`src/rtl/mc_pkg.sv`:
```
`default_nettype none
// ============================================================================
//  Module      : mc_pkg
//  Description : Shared types and encodings for the multicycle RV32I
//                controller: main FSM state enum, ALUControl codes, opcodes,
//                datapath select encodings and an immediate-format helper.
//  Revision    : 1.0  initial release
// ============================================================================
package mc_pkg;

  typedef enum logic [3:0] {
    S_FETCH    = 4'd0,
    S_DECODE   = 4'd1,
    S_MEMADR   = 4'd2,
    S_MEMREAD  = 4'd3,
    S_MEMWB    = 4'd4,
    S_MEMWRITE = 4'd5,
    S_EXECR    = 4'd6,
    S_EXECI    = 4'd7,
    S_ALUWB    = 4'd8,
    S_BRANCH   = 4'd9,
    S_JAL      = 4'd10,
    S_TRAP     = 4'd11
  } state_t;

  localparam logic [3:0] ALU_ADD  = 4'b0000;
  localparam logic [3:0] ALU_SUB  = 4'b0001;
  localparam logic [3:0] ALU_AND  = 4'b0010;
  localparam logic [3:0] ALU_OR   = 4'b0011;
  localparam logic [3:0] ALU_XOR  = 4'b0100;
  localparam logic [3:0] ALU_SLT  = 4'b0101;
  localparam logic [3:0] ALU_SLTU = 4'b0110;
  localparam logic [3:0] ALU_SLL  = 4'b0111;
  localparam logic [3:0] ALU_SRL  = 4'b1000;
  localparam logic [3:0] ALU_SRA  = 4'b1001;

  localparam logic [6:0] OP_LOAD   = 7'b0000011;
  localparam logic [6:0] OP_STORE  = 7'b0100011;
  localparam logic [6:0] OP_R      = 7'b0110011;
  localparam logic [6:0] OP_I      = 7'b0010011;
  localparam logic [6:0] OP_BRANCH = 7'b1100011;
  localparam logic [6:0] OP_JAL    = 7'b1101111;

  localparam logic [1:0] RES_ALUOUT    = 2'b00;
  localparam logic [1:0] RES_READDATA  = 2'b01;
  localparam logic [1:0] RES_ALURESULT = 2'b10;

  localparam logic [1:0] SRCA_PC    = 2'b00;
  localparam logic [1:0] SRCA_OLDPC = 2'b01;
  localparam logic [1:0] SRCA_RS1   = 2'b10;

  localparam logic [1:0] SRCB_RS2  = 2'b00;
  localparam logic [1:0] SRCB_IMM  = 2'b01;
  localparam logic [1:0] SRCB_FOUR = 2'b10;

  localparam logic [1:0] IMM_I = 2'b00;
  localparam logic [1:0] IMM_S = 2'b01;
  localparam logic [1:0] IMM_B = 2'b10;
  localparam logic [1:0] IMM_J = 2'b11;

  // Immediate format implied by the opcode; anything without an immediate
  // simply gets the I format.
  function automatic logic [1:0] imm_sel(input logic [6:0] opcode);
    case (opcode)
      OP_STORE:  imm_sel = IMM_S;
      OP_BRANCH: imm_sel = IMM_B;
      OP_JAL:    imm_sel = IMM_J;
      default:   imm_sel = IMM_I;
    endcase
  endfunction

endpackage
`default_nettype wire

```
`src/rtl/mc_alu_decoder.sv`:
```
`default_nettype none
// ============================================================================
//  Module      : mc_alu_decoder
//  Description : ALUControl selection per FSM state and branch-taken
//                evaluation from funct3 and the ALU comparison flags.
//  Ports       : op, funct3, funct7b5, state  -> alu_control[3:0]
//                Zero, LessThan, LessThanUnsigned, funct3 -> branch_take
//  Revision    : 1.0  initial release
// ============================================================================
module mc_alu_decoder
  import mc_pkg::*;
(
  input  logic [6:0] op,
  input  logic [2:0] funct3,
  input  logic       funct7b5,
  input  state_t     state,
  input  logic       Zero,
  input  logic       LessThan,
  input  logic       LessThanUnsigned,
  output logic [3:0] alu_control,
  output logic       branch_take
);

  logic [3:0] arith_op;

  // funct7b5 selects SUB only for register-register ops; addi reuses bit 30
  // as immediate data. For shifts-right it selects SRA in both formats.
  always_comb begin
    case (funct3)
      3'b000:  arith_op = (op == OP_R && funct7b5) ? ALU_SUB : ALU_ADD;
      3'b001:  arith_op = ALU_SLL;
      3'b010:  arith_op = ALU_SLT;
      3'b011:  arith_op = ALU_SLTU;
      3'b100:  arith_op = ALU_XOR;
      3'b101:  arith_op = funct7b5 ? ALU_SRA : ALU_SRL;
      3'b110:  arith_op = ALU_OR;
      default: arith_op = ALU_AND;
    endcase
  end

  always_comb begin
    case (state)
      S_EXECR, S_EXECI: alu_control = arith_op;
      S_BRANCH:         alu_control = ALU_SUB;
      default:          alu_control = ALU_ADD;
    endcase
  end

  always_comb begin
    case (funct3)
      3'b000:  branch_take = Zero;
      3'b001:  branch_take = !Zero;
      3'b100:  branch_take = LessThan;
      3'b101:  branch_take = !LessThan;
      3'b110:  branch_take = LessThanUnsigned;
      3'b111:  branch_take = !LessThanUnsigned;
      default: branch_take = 1'b0;
    endcase
  end

endmodule
`default_nettype wire

```
`src/rtl/multicycle_controller.sv`:
```
`default_nettype none
// ============================================================================
//  Module      : multicycle_controller
//  Description : Main FSM for a shared-memory multicycle RV32I datapath.
//                Outputs are decoded from the state register (plus funct3 /
//                ALU flags for ALUControl and branch PCWrite).
//  Ports       : clk, reset (sync, active-high); op, funct3, funct7b5 from IR;
//                Zero/LessThan/LessThanUnsigned ALU flags; MemReady (only
//                with MCCTRL_MEM_WAIT_EN); datapath selects, enables,
//                ALUControl, Illegal, InstrRetire.
//  Config      : MCCTRL_MEM_WAIT_EN adds MemReady; FETCH, MEMREAD and
//                MEMWRITE stall until it is high.
//  Revision    : 1.0  initial release
// ============================================================================
module multicycle_controller
  import mc_pkg::*;
(
  input  logic       clk,
  input  logic       reset,
  input  logic [6:0] op,
  input  logic [2:0] funct3,
  input  logic       funct7b5,
  input  logic       Zero,
  input  logic       LessThan,
  input  logic       LessThanUnsigned,
`ifdef MCCTRL_MEM_WAIT_EN
  input  logic       MemReady,
`endif
  output logic       PCWrite,
  output logic       AdrSrc,
  output logic       MemWrite,
  output logic       IRWrite,
  output logic       RegWrite,
  output logic [1:0] ResultSrc,
  output logic [1:0] ALUSrcA,
  output logic [1:0] ALUSrcB,
  output logic [1:0] immsrc,
  output logic [3:0] ALUControl,
  output logic       Illegal,
  output logic       InstrRetire
);

  state_t state_q, state_d;
  logic   mem_ready;
  logic   branch_take;

`ifdef MCCTRL_MEM_WAIT_EN
  assign mem_ready = MemReady;
`else
  assign mem_ready = 1'b1;
`endif

  mc_alu_decoder u_alu_decoder (
    .op               (op),
    .funct3           (funct3),
    .funct7b5         (funct7b5),
    .state            (state_q),
    .Zero             (Zero),
    .LessThan         (LessThan),
    .LessThanUnsigned (LessThanUnsigned),
    .alu_control      (ALUControl),
    .branch_take      (branch_take)
  );

  always_comb begin
    state_d = state_q;
    case (state_q)
      S_FETCH:  if (mem_ready) state_d = S_DECODE;
      S_DECODE: begin
        case (op)
          OP_LOAD, OP_STORE: state_d = (funct3 == 3'b010) ? S_MEMADR : S_TRAP;
          OP_R:              state_d = S_EXECR;
          OP_I:              state_d = S_EXECI;
          // funct3 010/011 are unassigned branch encodings
          OP_BRANCH:         state_d = (funct3[2:1] == 2'b01) ? S_TRAP : S_BRANCH;
          OP_JAL:            state_d = S_JAL;
          default:           state_d = S_TRAP;
        endcase
      end
      S_MEMADR:         state_d = (op == OP_LOAD) ? S_MEMREAD : S_MEMWRITE;
      S_MEMREAD:        if (mem_ready) state_d = S_MEMWB;
      S_MEMWB:          state_d = S_FETCH;
      S_MEMWRITE:       if (mem_ready) state_d = S_FETCH;
      S_EXECR, S_EXECI: state_d = S_ALUWB;
      S_ALUWB:          state_d = S_FETCH;
      S_BRANCH:         state_d = S_FETCH;
      S_JAL:            state_d = S_ALUWB;
      S_TRAP:           state_d = S_TRAP;
      default:          state_d = S_FETCH;
    endcase
  end

  always_ff @(posedge clk) begin
    if (reset) state_q <= S_FETCH;
    else       state_q <= state_d;
  end

  always_comb begin
    PCWrite     = 1'b0;
    AdrSrc      = 1'b0;
    MemWrite    = 1'b0;
    IRWrite     = 1'b0;
    RegWrite    = 1'b0;
    ResultSrc   = RES_ALUOUT;
    ALUSrcA     = SRCA_PC;
    ALUSrcB     = SRCB_RS2;
    immsrc      = IMM_I;
    Illegal     = 1'b0;
    InstrRetire = 1'b0;
    case (state_q)
      S_FETCH: begin
        IRWrite   = mem_ready;
        PCWrite   = mem_ready;
        ALUSrcB   = SRCB_FOUR;
        ResultSrc = RES_ALURESULT;
      end
      S_DECODE: begin
        // OldPC + imm: branch / jal target parked in ALUOut
        ALUSrcA = SRCA_OLDPC;
        ALUSrcB = SRCB_IMM;
        immsrc  = imm_sel(op);
      end
      S_MEMADR: begin
        ALUSrcA = SRCA_RS1;
        ALUSrcB = SRCB_IMM;
        immsrc  = imm_sel(op);
      end
      S_MEMREAD: AdrSrc = 1'b1;
      S_MEMWB: begin
        ResultSrc   = RES_READDATA;
        RegWrite    = 1'b1;
        InstrRetire = 1'b1;
      end
      S_MEMWRITE: begin
        AdrSrc      = 1'b1;
        MemWrite    = mem_ready;
        InstrRetire = mem_ready;
      end
      S_EXECR: ALUSrcA = SRCA_RS1;
      S_EXECI: begin
        ALUSrcA = SRCA_RS1;
        ALUSrcB = SRCB_IMM;
        immsrc  = imm_sel(op);
      end
      S_ALUWB: begin
        RegWrite    = 1'b1;
        InstrRetire = 1'b1;
      end
      S_BRANCH: begin
        ALUSrcA     = SRCA_RS1;
        PCWrite     = branch_take;
        InstrRetire = 1'b1;
      end
      S_JAL: begin
        ALUSrcA = SRCA_OLDPC;
        ALUSrcB = SRCB_FOUR;
        PCWrite = 1'b1;
      end
      S_TRAP: Illegal = 1'b1;
      default: ;
    endcase
    // Architectural side effects are suppressed in any cycle reset is high.
    if (reset) begin
      PCWrite     = 1'b0;
      IRWrite     = 1'b0;
      RegWrite    = 1'b0;
      MemWrite    = 1'b0;
      InstrRetire = 1'b0;
    end
  end

endmodule
`default_nettype wire

```
`config.mk`:
```
export PLATFORM = sky130hd
export DESIGN_NAME = multicycle_controller
export DESIGN_NICKNAME = d
export VERILOG_FILES = /design/src/rtl/mc_pkg.sv /design/src/rtl/mc_alu_decoder.sv /design/src/rtl/multicycle_controller.sv
export SDC_FILE = /design/constraint.sdc
export NUM_CORES = 1
export LEC_CHECK = 0
export ABC_AREA = 1
export CORE_ASPECT_RATIO = 1.75
export CORE_UTILIZATION = 25
export DETAILED_ROUTE_END_ITERATION = 8
export DONT_BUFFER_PORTS = 1
export SLEW_MARGIN = 20
export SYNTH_ARGS = -nofsm -noshare
export SYNTH_HDL_FRONTEND = slang
export SYNTH_HIERARCHICAL = 1
export SYNTH_SLANG_ARGS = --single-unit
```
`constraint.sdc`:
```
create_clock -name clk -period 3 [get_ports clk]
set_clock_uncertainty 0.15 [all_clocks]
set_input_delay 0.6 -clock clk [delete_from_list [all_inputs] [get_ports clk]]
set_output_delay 0.6 -clock clk [all_outputs]
set_load 0.01 [all_outputs]
```
[Word-level counts from Yosys, hierarchy flattened]
Index checks and enable logic that the tools add are counted.
Storage, ports and cells
  logic and storage cells: 69
  flip-flop bits (word level): 4
  bits of input ports: 16
  output and inout port bits: 19
Operators by class
  equality and inequality tests: 25
  muxes and demuxes: 27
  reductions and logical operators: 16
Operators with widths (number)
  $pmux 4 s7: 1
  $pmux 4 s6: 1
  $pmux 4 s5: 1
  $eq 4x3->1 const B: 4
  $eq 4x4->1 const B: 4
  $eq 7x6->1 const B: 2
  $eq 7x7->1 const B: 2
  $mux 1: 13
  $eq 3x3->1 const B: 4
  $pmux 2 s2: 3
  $reduce_or 2->1: 6
  $eq 4x2->1 const B: 2
  $pmux 4 s2: 1
  $reduce_or 4->1: 2
  $eq 7x2->1 const B: 1
  $eq 7x5->1 const B: 1
  $eq 3x2->1 const B: 2
  $pmux 1 s6: 1
  $pmux 2 s3: 1
  $reduce_or 3->1: 2
  $eq 4x1->1 const B: 1
  $logic_not 4->1: 1
  $mux 2: 2
  $mux 4: 1
  other kinds (7): 9

[Logic depth before layout (Yosys ltp)]
Gate-level depths: netlist (run 1).
  depth in word-level cells: 5
  depth in mapped cells: 8
  depth with buffers taken out: 8

[Hierarchy]
Netlist (run 1), hierarchy kept.
Modules (own cells, without submodules)
  multicycle_controller: sequential area each 80.1 sq um, times used 1, cells an instance 94, area each 556.8 sq um
  mc_alu_decoder: sequential area each 0.0 sq um, times used 1, cells an instance 47, area each 200.2 sq um

[Worst setup path before layout (run 1)]
No wires, ideal clock.
  kind: input port to output port
  start: input op[4]
  end: output immsrc[0]
  path slack: 1.073 ns
  buffers on the path: 0
  required time: 2.250 ns
  arrival: 1.177 ns
  cell stages on the path: 6
  path through: inv_1 -> nand2_1 -> nor2_1 -> nand2_1 -> nand2_1 -> nor3b_2
On the way
  longest elaborated chain between the ends: 3
  elaborated cells on any way between the ends: 5
  those cells by class: eq/ne (3); mux (2)
Ends and longest elaborated chain
  start: declaration: RTL line multicycle_controller.sv:20  | input logic [6:0] op,
  $eq 7x7->1 / $eq 7x6->1 (equally long branches): RTL line mc_pkg.sv:64  | case (opcode)
  $pmux 2 s3 *: RTL line mc_pkg.sv:64
  $mux 2 *
  end: declaration: RTL line multicycle_controller.sv:37  | output logic [1:0] immsrc,
Every way passes the cells marked *; elsewhere a longest branch is shown, timed or not.

[Worst setup path after layout (run 1)]
  start: register state_q[0]
  end: output immsrc[0]
On the way
  longest elaborated chain between the ends: 3
  elaborated cells on any way between the ends: 5
  those cells by class: eq/ne (3); mux (1); reduce/logical (1)
Ends and longest elaborated chain
  start: declaration: RTL line multicycle_controller.sv:43  | state_t state_q, state_d;
  start signal: assignment: RTL line multicycle_controller.sv:95  | else state_q <= state_d;
  $eq 4x2->1 (tied with other cells): RTL line multicycle_controller.sv:110  | case (state_q)
  $reduce_or 3->1 (no source line) *
  $mux 2 *
Marks and branches as above.

==> summary.txt, run 1 <==
Run status
  • Status: finished with violations
  • Violated checks: design-rule violations

Setup path
  • Setup crit start kind: flip-flop
  • Crit end category: output pin
  • Cell Chain, Critical Path: nand2_1 -> o21ai_2 -> nor2_2 -> nor3b_2
  • Max stage delay cell, worst path: dfxtp_1
  • CP required: 2.25 ns
  • WP data arrival: 1.46 ns
  • CP max stage delay: 0.57 ns
  • Max Fanout on Critical Path: 9
  • Crit Path Class: flip-flop to output pin

Logic synthesis
  • Syn Inst Count: 141
  • Register area share after synthesis: 10.6%
  • Synthesized area: 757 um2
  • Complex-gate fraction of the synthesized area: 10.4%
  • Share of the synthesized area in the top cell type: 17.9%
  • Post-Synth Adder-Cell Area: 0%
  • Yosys top cell by area: nand2_1
  • Mux contribution to synthesized area: 0%
  • Ys Warns: 6
  • Main combinational cell family by area after synthesis: simple AND/OR/NAND/NOR gates
  • Netlist cell types: 28
  • Seq cells post-synth: 4
  • Largest cells by area after synthesis: nand2_1 18%, nor2_1 13%, dfxtp_1 11%
  • Ys flop type: dfxtp_1
  • Post-synthesis simple-gate area fraction: 62.5%
  • Post-synthesis xor/xnor area fraction: 1.16%
  • Syn_area_per_cell: 5.37 um2
  • Async set or reset register ratio after synthesis: 0%
  • Post-synth EDFFs: 0
  • Post-synth net total: 157

STA
  • Worst-Margin Slew: 0.573 ns
  • Final Hold Vio Count: 0
  • TNS Setup: 0 ns
  • Final worst slack: 0.792 ns
  • Unrepaired setup endpoints after global routing: false
  • Final setup viols: 0
  • Final period util: 73.6%
  • Slew HR: 61.5%
  • Final slew viol count: 0
  • Min Tclk post-route: 2.21 ns
  • FMAX: 0.453 GHz

Die
  • Site Rows: 26
  • CORE AREA: 2900 um2
  • I/O pins: 35
  • Die area: 3260 um2
  • Die Wd: 43.6 um
  • Initial core utilization: 26.1%
  • Chip height: 74.8 um

Cells and area
  • Antenna Cells: 0
  • Most frequent cells in the layout: 36 x nand2_1, 26 x nor2_1, 21 x inv_1
  • Top reg by flops: state_q
  • Leading registers by flop count: state_q (4)
  • Util after Layout: 28.4%
  • Commonest non-fill, non-tap cell in the layout: nand2_1
  • Share of layout cells above drive strength 1: 19.0%
  • Max reg flops: 4
  • Nets: 160
  • Layout area overhead: 8.59%
  • Fill cell count: 346

Routing
  • DRT iter0 DRCs: 14
  • Residual DRC count: 4
  • Drt via density: 4.94
  • DRT Wirelength: 1930 um
  • Pre-antenna DRT Iters: 6
  • Wirelength per Cell: 11.3 um
  • Antenna Nets Post-Route: 0
  • Vias: 840

Power
  • Power density cells: 491 nW/um2
  • Pleak: 0.000437 uW
  • Worst VDD drop: 0.132 mV
  • Overall Power: 403 uW

Placement
  • RePlAce Congestion: 0.869
  • DP Wirelength: 1650 um
  • Pre-CTS setup slack: 0.979 ns
  • PortBufs: 0

Clock tree
  • CTS tree: done
  • Max clock buf depth: 2
  • Clk pin slew, worst setup/hold paths: 0.03 ns
  • H-tree depth: 1
  • Post-CTS Setup Bufs: 0
  • Latest clock arrival within the worst-skew pair: 0.22 ns
  • Post-CTS Resized: 0
  • Total clock sinks: 4
  • Root Driver: clkbuf_8
  • Hold_buf cts: 0
  • Total CTS buffers: 3

Global route
  • Gr busiest metal: met2
  • M2 GR Usage: 21.9%
  • Number of global-route vias before repair: 711
  • Antenna violations before repair: 0
  • Pin count of the biggest net entering global routing: 10
  • Global-route met3 utilization: 1.92%
  • GRT Total Usage: 11.8%
  • Met1 GRT Util: 9.97%
  • Congestion Overflow GR: 0
  • First-pass GRT wire length: 2840 um

Flow run
  • Max_cap viols: 0

Min path
  • HP Class: input pin to flip-flop
[final timing paths]
path               from          to  slack [ns]  depth (start not counted)
max reg2reg  state_q[0]  state_q[0]        1.59                          4
min               reset  state_q[1]        0.29                          1
max          state_q[0]   immsrc[0]        0.79                          4
min reg2reg  state_q[1]  state_q[3]        0.43                          2
[stage by stage]
stage / area [um2] / hold WS (ns) / std cells
finish: 822 / 0.287 / 170
CTS: 822 / 0.283 / 170
detailed placement: 781 / 0.424 / 167
global placement: 781 / 0.424 / 167
global route: 822 / 0.285 / 170
floorplan: 757 / 0.378 / 141
[logic make-up (layout without fill, tap and decap cells)]
kind of cell	Yosys count	count (layout)
flip-flops	4	4
AO/OA/AOI/OAI	12	12
AND/OR/NAND/NOR	94	94
XOR/XNOR	1	1
buffers and inverters	30	31
[report_power, final]
part	switching (uW)	internal (uW)
sequential	25.7	64.1
combinational	135	64.3
clock	28.8	85.6
total	189	214
[synthesized netlist by cell type (2+ instances only)]
library cell	count
nand3_1	11
nor2_1	26
nor2_2	4
nand2_4	2
dfxtp_1	4
o21ai_0	3
inv_1	21
nand3b_1	2
a21oi_1	4
inv_2	7
nand2_1	36
nor3_1	3
nor2_4	3
[worst max-delay path, delay by kind of cell, from the launching register on]
kind | cells | cell delay, ns
AO/OA/AOI/OAI | 1 | 0.18
flip-flops | 1 | 0.57
AND/OR/NAND/NOR | 3 | 0.48
[metal layers]
metal	vias up	part of all wire, %
li1	439	-
met3	6	6.2
met5	-	0
met4	0	2.9
met1	362	36
met2	33	55
[layout make-up]
class	count	area, um2	share of cell area, %
sequential	4	80.1	9.74
multi-input combinational	107	561	68.2
tap	28	35.0	4.26
clock buffer	3	41.3	5.02
inverter	28	105	12.8
No activity file was read; power rests on OpenSTA's default activity.
==> inputs of run 2 (changes only) <==
==> constraint.sdc (replaced) <==
create_clock -name clk -period 2.2 [get_ports clk]
set_clock_uncertainty 0.15 [all_clocks]
set_input_delay 0.44 -clock clk [delete_from_list [all_inputs] [get_ports clk]]
set_output_delay 0.44 -clock clk [all_outputs]
set_load 0.01 [all_outputs]
==> run 2 against run 1 <==
  * The flow still finishes with violations (design-rule violations)
  * Die area is the same
  * Total power is 36% higher
  * Wire length down 2.5%
  * Worst setup slack worse by 0.59 ns
  * Combinational power increased by 37%
  * Non-clock buffer count up 1
  * Worst hold slack worse by 0.16 ns
  * Global-route usage rose by 0.49 points
  * Largest power group unchanged
==> summary.txt, run 2 (synthesized netlist as in run 1, its figures left out) <==
Run status
  • Status: finished with violations
  • Violated checks: design-rule violations

Routing
  • Vias: 840
  • Residual DRC count: 3
  • DRT Wirelength: 1880 um
  • Drt via density: 4.91
  • Antenna Nets Post-Route: 0
  • Pre-antenna DRT Iters: 6
  • DRT iter0 DRCs: 12
  • Wirelength per Cell: 11.0 um

Setup path
  • Max Fanout on Critical Path: 9
  • Crit end category: output pin
  • Setup crit start kind: flip-flop
  • CP required: 1.61 ns
  • Cell Chain, Critical Path: nand2_1 -> o21ai_2 -> nor2_2 -> nor3b_2
  • Max stage delay cell, worst path: dfxtp_1
  • Crit Path Class: flip-flop to output pin
  • CP max stage delay: 0.54 ns
  • Worst path top cell family by delay: flip-flops
  • Critical path buffers and inverters: 0
  • WP data arrival: 1.41 ns

Die
  • Chip height: 74.8 um
  • Initial core utilization: 26.1%
  • I/O pins: 35
  • Die Wd: 43.6 um
  • CORE AREA: 2900 um2
  • Site Rows: 26
  • Die area: 3260 um2

Global route
  • First-pass GRT wire length: 3060 um
  • Number of global-route vias before repair: 803
  • Pin count of the biggest net entering global routing: 10
  • Congestion Overflow GR: 0
  • Antenna violations before repair: 0
  • GRT Total Usage: 12.3%

Clock tree
  • Post-CTS Resized: 0
  • Root Driver: clkbuf_8
  • Post-CTS Setup Bufs: 0
  • CTS tree: done
  • Max clock buf depth: 2
  • Clk pin slew, worst setup/hold paths: 0.03 ns
  • Latest clock arrival within the worst-skew pair: 0.22 ns
  • Hold_buf cts: 0
  • Total clock sinks: 4
  • H-tree depth: 1
  • Total CTS buffers: 3

Power
  • Clock share of power: 28.2%
  • Reg power frac: 22.0%
  • P_int: 292 uW
  • P_sw: 255 uW
  • Logic pwr share: 49.8%
  • Worst VDD drop: 0.165 mV
  • Power density cells: 659 nW/um2
  • Pleak: 0.000442 uW
  • Sw Share: 46.6%

STA
  • Min Tclk post-route: 2.00 ns
  • FMAX: 0.500 GHz
  • Slew HR: 72.7%
  • Final Hold Vio Count: 0
  • Unrepaired setup endpoints after global routing: false
  • Final setup viols: 0
  • TNS Setup: 0 ns
  • Final slew viol count: 0
  • Final period util: 90.9%
  • Worst-Margin Slew: 0.406 ns

Cells and area
  • Fill cell count: 343
  • Layout area overhead: 9.59%
  • Share of layout cells above drive strength 1: 19.6%
  • Top reg by flops: state_q
  • Nets: 161
  • Max reg flops: 4
  • Post-Layout Cell Count: 171
  • Commonest non-fill, non-tap cell in the layout: nand2_1
  • Leading registers by flop count: state_q (4)
  • Antenna Cells: 0
  • Most frequent cells in the layout: 36 x nand2_1, 26 x nor2_1, 21 x inv_1

Placement
  • Dpl cells: 168
  • RePlAce Congestion: 0.826
  • DP Wirelength: 1630 um
  • PortBufs: 0

Min path
  • HP Class: input pin to flip-flop

Flow run
  • Max_cap viols: 0
## run 2: cell types whose count changed in the layout (fill, tap and decap cells not counted), sizes merged
cell | previous run | this run
buf | 0 | 1
## run 2: metal layers
metal  GRT usage, %  routed length, um
met5              0                  0
met2           24.5               1040
met3          0.959                129
met1           11.7                684
met4           7.29                 26
## run 2: path summary, 6_finish.rpt
check             start         end  slack [ns]  cells after the start
min               reset  state_q[1]        0.13                      1
max          state_q[0]   immsrc[0]        0.20                      4
max reg2reg  state_q[0]  state_q[0]        0.83                      4
min reg2reg  state_q[1]  state_q[3]        0.43                      2
## run 2: worst reg2reg max path, stage by stage (launching register included)
cell     delay [ns]
dfxtp_1        0.54
nand2_1        0.17
nor2_2         0.24
nor2_1         0.08
a21oi_1        0.13
## run 2: area by class of cell
type,instances,area (um2),area share [%]
Sequential cell,4,80.1,9.65
Multi-Input combinational cell,107,561,67.6
Inverter,28,105,12.7
Clock buffer,3,41.3,4.98
Tap cell,28,35.0,4.22
Timing Repair Buffer,1,7.51,0.905
## run 2: per-stage QoR
stage / instance area, um2 / hold slack, ns / utilization (%) / setup WS [ns] / total power (uW)
after floorplan: 757 / 0.378 / - / 0.574 / 366
after global placement: 788 / 0.354 / 27.2 / 0.438 / 398
after detailed placement: 788 / 0.354 / 27.2 / 0.419 / 396
after CTS: 830 / 0.126 / 28.7 / 0.184 / 555
after global routing: 830 / 0.128 / 28.7 / 0.0752 / 594
final: 830 / 0.130 / 28.7 / 0.201 / 547
## run 2: power groups by stage
stage,Clock [uW],Sequential (uW),Combinational [uW]
2_1_floorplan,0,105,261
3_3_place_gp,0,120,278
3_5_place_dp,0,121,275
4_1_cts,159,120,276
5_1_grt,162,123,309
6_report,154,120,272
==> inputs of run 3 (changes only) <==
==> constraint.sdc (replaced) <==
create_clock -name clk -period 2.5 [get_ports clk]
set_clock_uncertainty 0.15 [all_clocks]
set_input_delay 0.5 -clock clk [delete_from_list [all_inputs] [get_ports clk]]
set_output_delay 0.5 -clock clk [all_outputs]
set_load 0.01 [all_outputs]
==> run 3 against run 2 <==
  * Non-clock buffer count is 1 lower
  * Cell count is 0.58% lower
  * Register-to-register slack better by 0.28 ns
  * The flow still finishes with violations (design-rule violations)
  * Sequential power is 12% lower
  * First-iteration DRC count is 75% higher
  * Clock power is 12% lower
  * Highest routed layer unchanged
  * Global-route usage is 0.49 points lower
  * Utilization is 0.26 points lower
  * Final area is 0.91% lower
==> summary.txt, run 3 (synthesized netlist as in run 1, its figures left out) <==
Routing
  • DRT iter0 DRCs: 21
  • Antenna Nets Post-Route: 0
  • DRT Wirelength: 1950 um
  • Pre-antenna DRT Iters: 7
  • Vias: 844
  • Drt via density: 4.96
  • Wirelength per Cell: 11.5 um
  • Residual DRC count: 3

STA
  • Worst-Margin Slew: 0.563 ns
  • Slew HR: 62.1%
  • Final setup viols: 0
  • Final slew viol count: 0
  • Final hold slack: 0.195 ns
  • Final Hold Vio Count: 0
  • Min Tclk post-route: 2.07 ns
  • Final period util: 82.8%
  • TNS Setup: 0 ns
  • Unrepaired setup endpoints after global routing: false
  • Final worst slack: 0.430 ns
  • FMAX: 0.483 GHz

Cells and area
  • Leading registers by flop count: state_q (4)
  • Antenna Cells: 0
  • Max reg flops: 4
  • Share of layout cells above drive strength 1: 19.0%
  • Commonest non-fill, non-tap cell in the layout: nand2_1
  • Layout area overhead: 8.59%
  • Nets: 160
  • Util after Layout: 28.4%
  • Top reg by flops: state_q
  • Fill cell count: 342
  • Most frequent cells in the layout: 36 x nand2_1, 26 x nor2_1, 21 x inv_1

Min path
  • Hold Path Depth: 1
  • HP Class: input pin to flip-flop
  • Hold worst-path end: state_q[1]
  • Hold Startpoint: reset

Setup path
  • CP required: 1.85 ns
  • Max Fanout on Critical Path: 9
  • WP data arrival: 1.42 ns
  • Crit end category: output pin
  • Setup crit start kind: flip-flop
  • Crit Path Class: flip-flop to output pin
  • Reg-to-Reg End: state_q[1]
  • R2r setup slk: 1.11 ns
  • FF-to-FF path depth: 4
  • RR Startpoint: state_q[0]

Placement
  • PortBufs: 0
  • DP Wirelength: 1660 um
  • RePlAce Congestion: 0.858
  • Pre-CTS setup slack: 0.645 ns

Global route
  • Pin count of the biggest net entering global routing: 10
  • Gr busiest metal: met2
  • Number of global-route vias before repair: 717
  • Global-route met3 utilization: 1.44%
  • M2 GR Usage: 21.6%
  • Met1 GRT Util: 11.6%
  • GRT Total Usage: 11.8%
  • First-pass GRT wire length: 2900 um
  • Congestion Overflow GR: 0
  • Antenna violations before repair: 0

Power
  • Logic pwr share: 50.0%
  • Reg power frac: 22.0%
  • Sw Share: 46.8%
  • Clock share of power: 28.0%
  • P_sw: 226 uW
  • Worst VDD drop: 0.163 mV
  • Power density cells: 587 nW/um2
  • Pleak: 0.000437 uW
  • P_int: 257 uW
  • Overall Power: 482 uW

Clock tree
  • Hold_buf cts: 0
  • Root Driver: clkbuf_8
  • Clk pin slew, worst setup/hold paths: 0.03 ns
  • Total clock sinks: 4
  • Post-CTS Resized: 0
  • Max clock buf depth: 2
  • Total CTS buffers: 3
  • Latest clock arrival within the worst-skew pair: 0.22 ns
  • Post-CTS Setup Bufs: 0
  • H-tree depth: 1
  • CTS tree: done

Die
  • Initial core utilization: 26.1%
  • CORE AREA: 2900 um2
  • Die area: 3260 um2
  • Die Wd: 43.6 um
  • Chip height: 74.8 um
  • I/O pins: 35
  • Site Rows: 26

Flow run
  • Max_cap viols: 0

Run status
  • Violated checks: design-rule violations
  • Status: finished with violations
run 3: cell types whose count changed in the layout (fill, tap and decap cells not counted):
| cell | change |
|---|---|
| buf_4 | -1 |
run 3: per-layer routing:
metal	vias up	share of wire [%]
met3	10	7.1
met4	0	4.3
met5	-	0
met2	39	53
li1	438	-
met1	357	36
run 3: area by class of cell:
class | count | area, um2 | share of cell area, %
inverter | 28 | 105 | 12.8
clock buffer | 3 | 41.3 | 5.02
tap | 28 | 35.0 | 4.26
multi-input combinational | 107 | 561 | 68.2
sequential | 4 | 80.1 | 9.74
run 3: through the flow:
| stage | std cells | instance area [um2] |
|---|---|---|
| final | 170 | 822 |
| after global routing | 170 | 822 |
| after CTS | 170 | 822 |
| after detailed placement | 167 | 781 |
| after global placement | 167 | 781 |
| after floorplan | 141 | 757 |
run 3: worst max-delay path by stage:
stage | from | to | cells past startpoint
floorplan | op[4] | immsrc[0] | 6
global placement | state_q[0] | immsrc[0] | 4
detailed placement | state_q[0] | immsrc[0] | 4
CTS | state_q[0] | immsrc[0] | 4
global route | state_q[0] | immsrc[0] | 4
finish | state_q[0] | immsrc[0] | 4
run 3: worst max-delay path: stages (launching register included):
cell,delay (ns)
dfxtp_1,0.55
nand2_1,0.17
o21ai_2,0.17
nor2_2,0.06
nor3b_2,0.25
run 3: power by group through the flow:
| stage | registers (uW) | clock network [uW] | logic, uW |
|---|---|---|---|
| after global routing | 108 | 141 | 269 |
| after global placement | 107 | 0 | 244 |
| after floorplan | 92.5 | 0 | 229 |
| after detailed placement | 107 | 0 | 244 |
| after CTS | 106 | 138 | 244 |
| final | 106 | 135 | 241 |
